`src/rtl/countdown_ctrl.sv`:
```
// -----------------------------------------------------------------------------
// countdown_ctrl
// Sequencing controller for an MM:SS countdown timer. Holds a preset and a
// running count, interprets debounced button pulses (set / start-stop / inc)
// and decrements the count on the 1 Hz tick. All outputs are registered.
//
// Ports:
//   i_clk             system clock (single domain)
//   i_rst             synchronous reset, active-high
//   i_tick            1 Hz one-cycle enable pulse
//   i_btn_mode        one-cycle pulse: cycle edit field / abort run
//   i_btn_start_stop  one-cycle pulse: start, pause or resume
//   i_btn_inc         one-cycle pulse: increment selected field in SET states
//   o_sec_u, o_sec_t  seconds units (BCD 0-9) / tens (0-5)
//   o_min_u, o_min_t  minutes units (BCD 0-9) / tens (0-5)
//   o_edit_sel        00 none, 01 minutes edited, 10 seconds edited
//   o_running         high in RUN
//   o_alarm           high in EXPIRED
// -----------------------------------------------------------------------------
module countdown_ctrl #(
    parameter int ALARM_TICKS = 5,
    parameter int CNT_W       = 4
) (
    input  logic       i_clk,
    input  logic       i_rst,
    input  logic       i_tick,
    input  logic       i_btn_mode,
    input  logic       i_btn_start_stop,
    input  logic       i_btn_inc,
    output logic [3:0] o_sec_u,
    output logic [2:0] o_sec_t,
    output logic [3:0] o_min_u,
    output logic [2:0] o_min_t,
    output logic [1:0] o_edit_sel,
    output logic       o_running,
    output logic       o_alarm
);

    typedef enum logic [2:0] {
        ST_IDLE    = 3'd0,
        ST_SET_MIN = 3'd1,
        ST_SET_SEC = 3'd2,
        ST_RUN     = 3'd3,
        ST_PAUSE   = 3'd4,
        ST_EXPIRED = 3'd5
    } state_t;

    localparam logic [CNT_W-1:0] LP_ALARM_TICKS = CNT_W'(ALARM_TICKS);

    // Time layout (14 bits): [13:11] min tens, [10:7] min units,
    //                        [6:4]   sec tens, [3:0]  sec units
    // A 7-bit field is {tens[2:0], units[3:0]} holding 00..59.

    // Increment one 00..59 BCD field, wrapping 59 -> 00.
    function automatic logic [6:0] f_inc_field(input logic [6:0] fld);
        logic [2:0] t;
        logic [3:0] u;
        t = fld[6:4];
        u = fld[3:0];
        if (u == 4'd9) begin
            u = 4'd0;
            if (t == 3'd5) begin
                t = 3'd0;
            end else begin
                t = t + 3'd1;
            end
        end else begin
            u = u + 4'd1;
        end
        return {t, u};
    endfunction

    // Decrement MM:SS by one second with BCD borrows; 00:00 stays 00:00.
    function automatic logic [13:0] f_dec_time(input logic [13:0] c);
        logic [2:0] mt;
        logic [3:0] mu;
        logic [2:0] st;
        logic [3:0] su;
        {mt, mu, st, su} = c;
        if (c == 14'd0) begin
            su = 4'd0;
        end else if (su != 4'd0) begin
            su = su - 4'd1;
        end else begin
            su = 4'd9;
            if (st != 3'd0) begin
                st = st - 3'd1;
            end else begin
                st = 3'd5;
                if (mu != 4'd0) begin
                    mu = mu - 4'd1;
                end else begin
                    mu = 4'd9;
                    mt = mt - 3'd1;
                end
            end
        end
        return {mt, mu, st, su};
    endfunction

    state_t           r_state;
    logic [13:0]      r_preset;
    logic [13:0]      r_count;
    logic [CNT_W-1:0] r_alarm_cnt;
    logic [13:0]      r_disp;
    logic [1:0]       r_edit_sel;
    logic             r_running;
    logic             r_alarm;

    state_t           w_state_nxt;
    logic [13:0]      w_preset_nxt;
    logic [13:0]      w_count_nxt;
    logic [CNT_W-1:0] w_alarm_cnt_nxt;
    logic [CNT_W-1:0] w_alarm_cnt_inc;
    logic [13:0]      w_disp_nxt;
    logic [1:0]       w_edit_sel_nxt;
    logic             w_ev_mode;
    logic             w_ev_ss;
    logic             w_ev_inc;
    logic             w_ev_tick;
    logic             w_any_btn;

    // Only the highest-priority event of a cycle is acted upon.
    assign w_ev_mode = i_btn_mode;
    assign w_ev_ss   = i_btn_start_stop & ~i_btn_mode;
    assign w_ev_inc  = i_btn_inc & ~i_btn_mode & ~i_btn_start_stop;
    assign w_any_btn = i_btn_mode | i_btn_start_stop | i_btn_inc;
    assign w_ev_tick = i_tick & ~w_any_btn;

    assign w_alarm_cnt_inc = r_alarm_cnt + {{(CNT_W-1){1'b0}}, 1'b1};

    // Next-state, preset, count and alarm-counter logic.
    always_comb begin
        w_state_nxt     = r_state;
        w_preset_nxt    = r_preset;
        w_count_nxt     = r_count;
        w_alarm_cnt_nxt = r_alarm_cnt;
        case (r_state)
            ST_IDLE: begin
                if (w_ev_mode) begin
                    w_state_nxt = ST_SET_MIN;
                end else if (w_ev_ss && (r_count != 14'd0)) begin
                    w_state_nxt = ST_RUN;
                end else begin
                    w_state_nxt = ST_IDLE;
                end
            end
            ST_SET_MIN: begin
                if (w_ev_mode) begin
                    w_state_nxt = ST_SET_SEC;
                end else if (w_ev_inc) begin
                    w_preset_nxt = {f_inc_field(r_preset[13:7]), r_preset[6:0]};
                end else begin
                    w_state_nxt = ST_SET_MIN;
                end
            end
            ST_SET_SEC: begin
                if (w_ev_mode) begin
                    w_state_nxt = ST_IDLE;
                    w_count_nxt = r_preset;
                end else if (w_ev_inc) begin
                    w_preset_nxt = {r_preset[13:7], f_inc_field(r_preset[6:0])};
                end else begin
                    w_state_nxt = ST_SET_SEC;
                end
            end
            ST_RUN: begin
                if (w_ev_mode) begin
                    w_state_nxt = ST_IDLE;
                    w_count_nxt = r_preset;
                end else if (w_ev_ss) begin
                    w_state_nxt = ST_PAUSE;
                end else if (w_ev_tick) begin
                    w_count_nxt = f_dec_time(r_count);
                    // Last second elapsing (or an already-empty count) expires.
                    if (r_count <= 14'd1) begin
                        w_state_nxt     = ST_EXPIRED;
                        w_alarm_cnt_nxt = {CNT_W{1'b0}};
                    end else begin
                        w_state_nxt = ST_RUN;
                    end
                end else begin
                    w_state_nxt = ST_RUN;
                end
            end
            ST_PAUSE: begin
                if (w_ev_mode) begin
                    w_state_nxt = ST_IDLE;
                    w_count_nxt = r_preset;
                end else if (w_ev_ss) begin
                    w_state_nxt = ST_RUN;
                end else begin
                    w_state_nxt = ST_PAUSE;
                end
            end
            ST_EXPIRED: begin
                if (w_any_btn) begin
                    w_state_nxt = ST_IDLE;
                    w_count_nxt = r_preset;
                end else if (w_ev_tick) begin
                    if (w_alarm_cnt_inc == LP_ALARM_TICKS) begin
                        w_state_nxt     = ST_IDLE;
                        w_count_nxt     = r_preset;
                        w_alarm_cnt_nxt = {CNT_W{1'b0}};
                    end else begin
                        w_alarm_cnt_nxt = w_alarm_cnt_inc;
                    end
                end else begin
                    w_state_nxt = ST_EXPIRED;
                end
            end
            default: begin
                w_state_nxt = ST_IDLE;
            end
        endcase
    end

    // Output values derived from the next state so they register alongside it.
    always_comb begin
        w_disp_nxt     = w_count_nxt;
        w_edit_sel_nxt = 2'b00;
        case (w_state_nxt)
            ST_SET_MIN: begin
                w_disp_nxt     = w_preset_nxt;
                w_edit_sel_nxt = 2'b01;
            end
            ST_SET_SEC: begin
                w_disp_nxt     = w_preset_nxt;
                w_edit_sel_nxt = 2'b10;
            end
            default: begin
                w_disp_nxt     = w_count_nxt;
                w_edit_sel_nxt = 2'b00;
            end
        endcase
    end

    // State, datapath and output registers with synchronous reset.
    always_ff @(posedge i_clk) begin
        if (i_rst) begin
            r_state     <= ST_IDLE;
            r_preset    <= 14'd0;
            r_count     <= 14'd0;
            r_alarm_cnt <= {CNT_W{1'b0}};
            r_disp      <= 14'd0;
            r_edit_sel  <= 2'b00;
            r_running   <= 1'b0;
            r_alarm     <= 1'b0;
        end else begin
            r_state     <= w_state_nxt;
            r_preset    <= w_preset_nxt;
            r_count     <= w_count_nxt;
            r_alarm_cnt <= w_alarm_cnt_nxt;
            r_disp      <= w_disp_nxt;
            r_edit_sel  <= w_edit_sel_nxt;
            r_running   <= (w_state_nxt == ST_RUN);
            r_alarm     <= (w_state_nxt == ST_EXPIRED);
        end
    end

    assign o_min_t    = r_disp[13:11];
    assign o_min_u    = r_disp[10:7];
    assign o_sec_t    = r_disp[6:4];
    assign o_sec_u    = r_disp[3:0];
    assign o_edit_sel = r_edit_sel;
    assign o_running  = r_running;
    assign o_alarm    = r_alarm;

endmodule

```
`config.mk`:
```
export PLATFORM = sky130hd
export DESIGN_NAME = countdown_ctrl
export DESIGN_NICKNAME = d
export VERILOG_FILES = /design/src/rtl/countdown_ctrl.sv
export SDC_FILE = /design/constraint.sdc
export NUM_CORES = 1
export LEC_CHECK = 0
export ABC_AREA = 1
export BUFFER_PORTS_ARGS = -buffer_cell sky130_fd_sc_hd__buf_2
export CAP_MARGIN = 15
export CORE_ASPECT_RATIO = 1.75
export CORE_UTILIZATION = 62
export CTS_CLUSTER_SIZE = 20
export DETAILED_ROUTE_END_ITERATION = 12
export GPL_ROUTABILITY_DRIVEN = 1
export PLACE_DENSITY = 0.81
export SLEW_MARGIN = 30
export SYNTH_ARGS = -nofsm -noshare
export SYNTH_HDL_FRONTEND = slang
export SYNTH_SLANG_ARGS = --single-unit
```
`constraint.sdc`:
```
create_clock -name i_clk -period 5.5 [get_ports i_clk]
set_clock_uncertainty 0.05 [all_clocks]
set_input_delay 0 -clock i_clk [delete_from_list [all_inputs] [get_ports i_clk]]
set_output_delay 0 -clock i_clk [all_outputs]
set_load 0.01 [all_outputs]
```
# Word-level counts from Yosys, hierarchy flattened
# Cells that the tools add are included.
[op_classes] magnitude_cmp=1 multipliers=0 n_shift=0 n_div=0 n_addsub=9 muxes=58 n_eq_ne=20 bitwise_logic=9 reduce_logical=11
[ops] op="two-way mux 14 bit" count=10
[ops] op="two-way mux 3 bit" count=24
[ops] op="two-way mux 4 bit" count=15
[ops] op="one-hot mux 14 bit (3 select lines)" count=1
[ops] op="one-hot mux 14 bit (2 select lines)" count=1
[ops] op="one-hot mux 3 bit (6 select lines)" count=1
[ops] op="equality test 3 bit, second input constant" count=5
[ops] op="less-or-equal comparator 14 x 1 -> 1 bit, second input constant" count=1
[ops] op="zero test 14 bit" count=1
[ops] op="two-way mux 7 bit" count=2
[ops] op="nonzero test 14 bit" count=1
[ops] op="adder 4 x 1 -> 4 bit, second input constant" count=3
[ops] op="equality test 3 x 2 -> 1 bit, second input constant" count=4
[ops] op="!= test 2 bit, second input constant" count=6
[ops] op="equality test 4 bit, second input constant" count=2
[ops] op="one-hot mux 4 bit (2 select lines)" count=1
[ops] op="nonzero test 4 bit" count=2
[ops] op="subtractor 4 x 1 -> 4 bit, second input constant" count=2
[ops] op="AND reduction 7 bit" count=1
[ops] op="adder 3 x 1 -> 3 bit, second input constant" count=2
[ops] op="equality test 3 x 1 -> 1 bit, second input constant" count=2
[ops] op="subtractor 3 x 1 -> 3 bit, second input constant" count=2
[ops] op="AND 1 bit" count=4
[ops] op="equality test 4 x 3 -> 1 bit, second input constant" count=1
[ops] op="other kinds (9)" count=14
[totals] register_bits=53 n_memories=0 latch_bits=0 mem_bits_ro=0 word_cells=116 ram_bits=0

# Logic depth before layout (Yosys ltp)
[depth] depth_word=11 ltp_mapped=15 depth_no_buf=15

# Worst setup path after synthesis
# OpenSTA, ideal clock, no wires.
[synth_path] kind="reg2reg" from="reg r_count[0]" to="reg r_disp[8]" path_slack_ps=3586 required_ps=5337 stages_incl_launch_ff=15 n_path_buf=1 synth_period_minus_slack_ps=1914 t_arrival_ps=1751 path_cell_list="dfxtp_1 > inv_1 > ha_1 > nand2_2 > nor2_2 > nand2_2 > nand2_2 > nand3_1 > nor2_2 > nand3_2 > nor2_2 > nor2_4 > buf_4 > nor2_1 > nor2_1"
[synth_via] elab_chain_len=9 elab_cells_between_ends=22 classes_between="order compare (1); eq/ne (2); mux (14); reduce/logical (5)"
[synth_lines] item="from (decl)" line="103" text="logic [13:0] r_count;"
[synth_lines] item="from (signal assigned)" line="252" text="r_count <= w_count_nxt;"
[synth_lines] item="less-or-equal comparator 14 x 1 -> 1 bit" line="176" text="if (r_count <= 14'd1) begin"
[synth_lines] item="two-way mux 3 bit" line="176"
[synth_lines] item="two-way mux 3 bit" line="173" text="end else if (w_ev_tick) begin"
[synth_lines] item="two-way mux 3 bit" line="171" text="end else if (w_ev_ss) begin"
[synth_lines] item="two-way mux 3 bit" line="168" text="if (w_ev_mode) begin"
[synth_lines] item="one-hot mux 3 bit (6 select lines)" line="138" text="case (r_state)"
[synth_lines] item="equality test 3 x 2 -> 1 bit / equality test 3 x 1 -> 1 bit (equally long branches)" line="222" text="case (w_state_nxt)"
[synth_lines] item="OR reduction 2 bit (no source line)"
[synth_lines] item="two-way mux 14 bit *" line="222"
[synth_lines] item="to (signal assigned)" line="254" text="r_disp <= w_disp_nxt;"
[synth_lines] item="to (decl)" line="105" text="logic [13:0] r_disp;"
# Every way passes the cells marked *; elsewhere a longest branch is shown, timed or not.
# A chain may end at the register's enable or synchronous reset.

# Worst setup path in the final report
[layout_path] from="reg r_alarm_cnt[1]" to="reg r_disp[12]"
[layout_via] elab_chain_len=9 elab_cells_between_ends=14 classes_between="add/sub (1); eq/ne (3); mux (9); reduce/logical (1)"
[layout_lines] item="from (decl)" line="104" text="logic [CNT_W-1:0] r_alarm_cnt;"
[layout_lines] item="from (signal assigned)" line="244" text="r_alarm_cnt <= {CNT_W{1'b0}};"
[layout_lines] item="from (signal assigned)" line="253" text="r_alarm_cnt <= w_alarm_cnt_nxt;"
[layout_lines] item="adder 4 x 1 -> 4 bit *" line="130" text="assign w_alarm_cnt_inc = r_alarm_cnt + {{(CNT_W-1){1'b0}}, 1'b1};"
[layout_lines] item="equality test 4 x 3 -> 1 bit *" line="201" text="if (w_alarm_cnt_inc == LP_ALARM_TICKS) begin"
[layout_lines] item="two-way mux 3 bit" line="201"
[layout_lines] item="two-way mux 3 bit" line="200" text="end else if (w_ev_tick) begin"
[layout_lines] item="two-way mux 3 bit" line="197" text="if (w_any_btn) begin"
[layout_lines] item="one-hot mux 3 bit (6 select lines)" line="138"
[layout_lines] item="equality test 3 x 2 -> 1 bit / equality test 3 x 1 -> 1 bit (equally long branches)" line="222"
[layout_lines] item="OR reduction 2 bit (no source line)"
[layout_lines] item="two-way mux 14 bit *" line="222"
# Marks and branches as above.

==> results.ini <==
[flow_run]
drv_cap=0

[critical_path]
cp_top_family=simple AND/OR/NAND/NOR gates
worstPathRequired_ns=5.68
crit_fanout=23
timing.rr.end=r_disp[12]
max_stage_delay_ns=0.50
end_kind=register
worst_path_most_repeated_cell=nand2_1
start_kind=register
r2r_cells=14
arrival_ns=2.84
r2r_setup_slack_ns=2.83
reg2reg_from=r_alarm_cnt[1]
cp_cell_sequence=ha_1 -> inv_1 -> nand2_1 -> nand2_1 -> nor2_1 -> nand3_4 -> nand2_2 -> nand3_2 -> nand3_2 -> nor2_2 -> nor2_4 -> nand2_1 -> inv_1 -> nor2_1
crit_buf_inv=2
criticalPathCategory=register to register
crit_path_top_delay_cell=nor2_4

[clocking]
hold_buffers=0
clk_pin_slew_ns=0.10
cts_made_buffers=5
clk_latency_ns=0.32
cts_root_buffer=clkbuf_8
cts.sinks=53
clk_path_buf_depth=2
postCtsSetupBuffers=0
ctsResizeCount=0
cts_tree=yes
h-tree-depth=2

[min_path]
holdPathEnd=r_state[2]
hold-path-cell-count=2
hold_path.class=input pin to register
hold_start=i_rst

[sta]
hold_viol=0
setup_viol=0
relSlewSlack=0.5499
rsz0062_at_grt=no
finalSetupTns_ns=0
setup_ws_ns=2.832
worst_pin_slew_ns=0.6751
period_share=0.4850
period_needed_ns=2.668
drv_slew=0
fmaxAchievable_ghz=0.3749

[global_routing]
grt_antenna_before_repair=0
grt_pass1_vias=3544
groute.usage.overall=0.3417
gr-total-overflow=0
grt_pass1_wl_um=15750
grt_max_degree=37

[run_status]
status=finished, final reports clean

[detailed_routing]
routed_wl_um=9888
vias=3899
highest_layer=met4
avgViaCountPerCell=5.523
antenna_left=0
drc=0
drt-initial-drc-count=289
wl_per_cell_um=14.01
firstDrtPassIters=6
wl_met1_um=3836
wl_met2_um=4854
wl_met3_um=675

[synth]
ys.flop_type=dfxtp_1
synth_edf_count=0
synth_most_common_cell=nand2_1
synthSimpleGateAreaFrac=0.4564
synth_fa_ha_area_frac=0.04124
synth_seq_cells=53
avgSynthCellArea_um2=5.911
synth_top_family_by_area=simple AND/OR/NAND/NOR gates
synthMuxAreaShare=0
syn_nets=634
ys_top_cells_by_count=167 x nand2_1, 118 x nor2_1, 72 x inv_1
synth_compound_area_frac=0.1089
synth_top_area_frac=0.2914
yosys.area.top_type=dfxtp_1
synth.distinct_cells=32
async_flop_share=0
synth_area_leaders=dfxtp_1 29%, nand2_1 17%, nor2_1 12%
syn_area_um2=3641
synthCells=616
synth_xor_area_frac=0
synth-seq-area-share=0.2914
yosysWarnings=0

[die]
coreArea_um2=5630
start_util=0.6467
ios=24
die_w_um=59.93
dieArea_um2=6195
die_height_um=103.4
num_rows=36

[power]
power.density_nw_per_um2=351.8
peakVddDrop_v=0.0002680
power_uw=1363
p_leak_uw=0.001881

[placement]
pre_cts_ws_ns=2.874
hpwl_um=7251
io_buffer_count=23
place.gp.congestion=1.024

[final_layout]
fillers=535
finalNetCount=647
area_delta_synth_final_pct=6.392
drive_above_1_share=0.09841
finish.utilization=0.6880
num_antenna_cells=0

## layer usage
layer,GRT usage,up-vias
met5,0,-
met2,0.5838,163
met4,0.2576,0
li1,-,1970
met3,0.06592,35
met1,0.3600,1731
## cell families after synthesis
family,Yosys count
AO/OA/AOI/OAI,74
adder cells (fa/ha/maj),12
buffers and inverters,94
flip-flops,53
AND/OR/NAND/NOR,383
## sequential cells by signal, summed over array words and instances, names as in the netlist
| signal | count |
|---|---|
| o_alarm | 1 |
| o_edit_sel | 2 |
| o_running | 1 |
| r_alarm_cnt | 4 |
| r_count | 14 |
| r_disp | 14 |
| r_preset | 14 |
| r_state | 3 |
## how the worst max path moves through the flow
stage | depth (start not counted) | slack, ns | startpoint | to
floorplan | 14 | 3.59 | r_count[0] | r_disp[8]
global placement | 14 | 2.99 | r_alarm_cnt[1] | r_disp[13]
detailed placement | 14 | 2.87 | r_alarm_cnt[1] | r_disp[12]
CTS | 14 | 2.86 | r_alarm_cnt[1] | r_disp[12]
global route | 14 | 2.58 | r_alarm_cnt[1] | r_disp[12]
finish | 14 | 2.83 | r_alarm_cnt[1] | r_disp[12]
## cell usage in the layout, fill, tap and decap left out, drive strengths merged
master / n
a211oi: 1
a21oi: 29
a31oi: 3
and2: 1
buf: 23
clkbuf: 7
clkinv: 2
dfxtp: 53
ha: 12
inv: 76
nand2: 181
nand3: 55
nand3b: 1
nand4: 10
nor2: 126
nor3: 8
nor4: 1
o21a: 1
o21ai: 32
o22ai: 2
o31ai: 6
## cell type report
type                            instances  area [um^2]  share of cell area
Sequential cell                        53         1061              0.2739
Timing Repair Buffer                   23        115.1             0.02972
Clock buffer                            7        96.34             0.02487
Multi-Input combinational cell        469         2208              0.5701
Tap cell                               76        95.09             0.02455
Inverter                               77        289.0             0.07461
Clock inverter                          1        8.758            0.002261
## power by group
part	internal, uW	total (uW)	switching, uW
registers	447	488	40.3
clock network	116	252	135
logic	200	623	424
total	764	1360	599
## through the flow
step	instance area [um^2]	hold WS, ns	instances
global placement	3769	0.3441	698
CTS	3874	0.1558	706
floorplan	3641	0.2540	616
detailed placement	3769	0.3471	698
finish	3874	0.1390	706
global route	3874	0.1780	706
No activity file was read; power rests on OpenSTA's default activity.
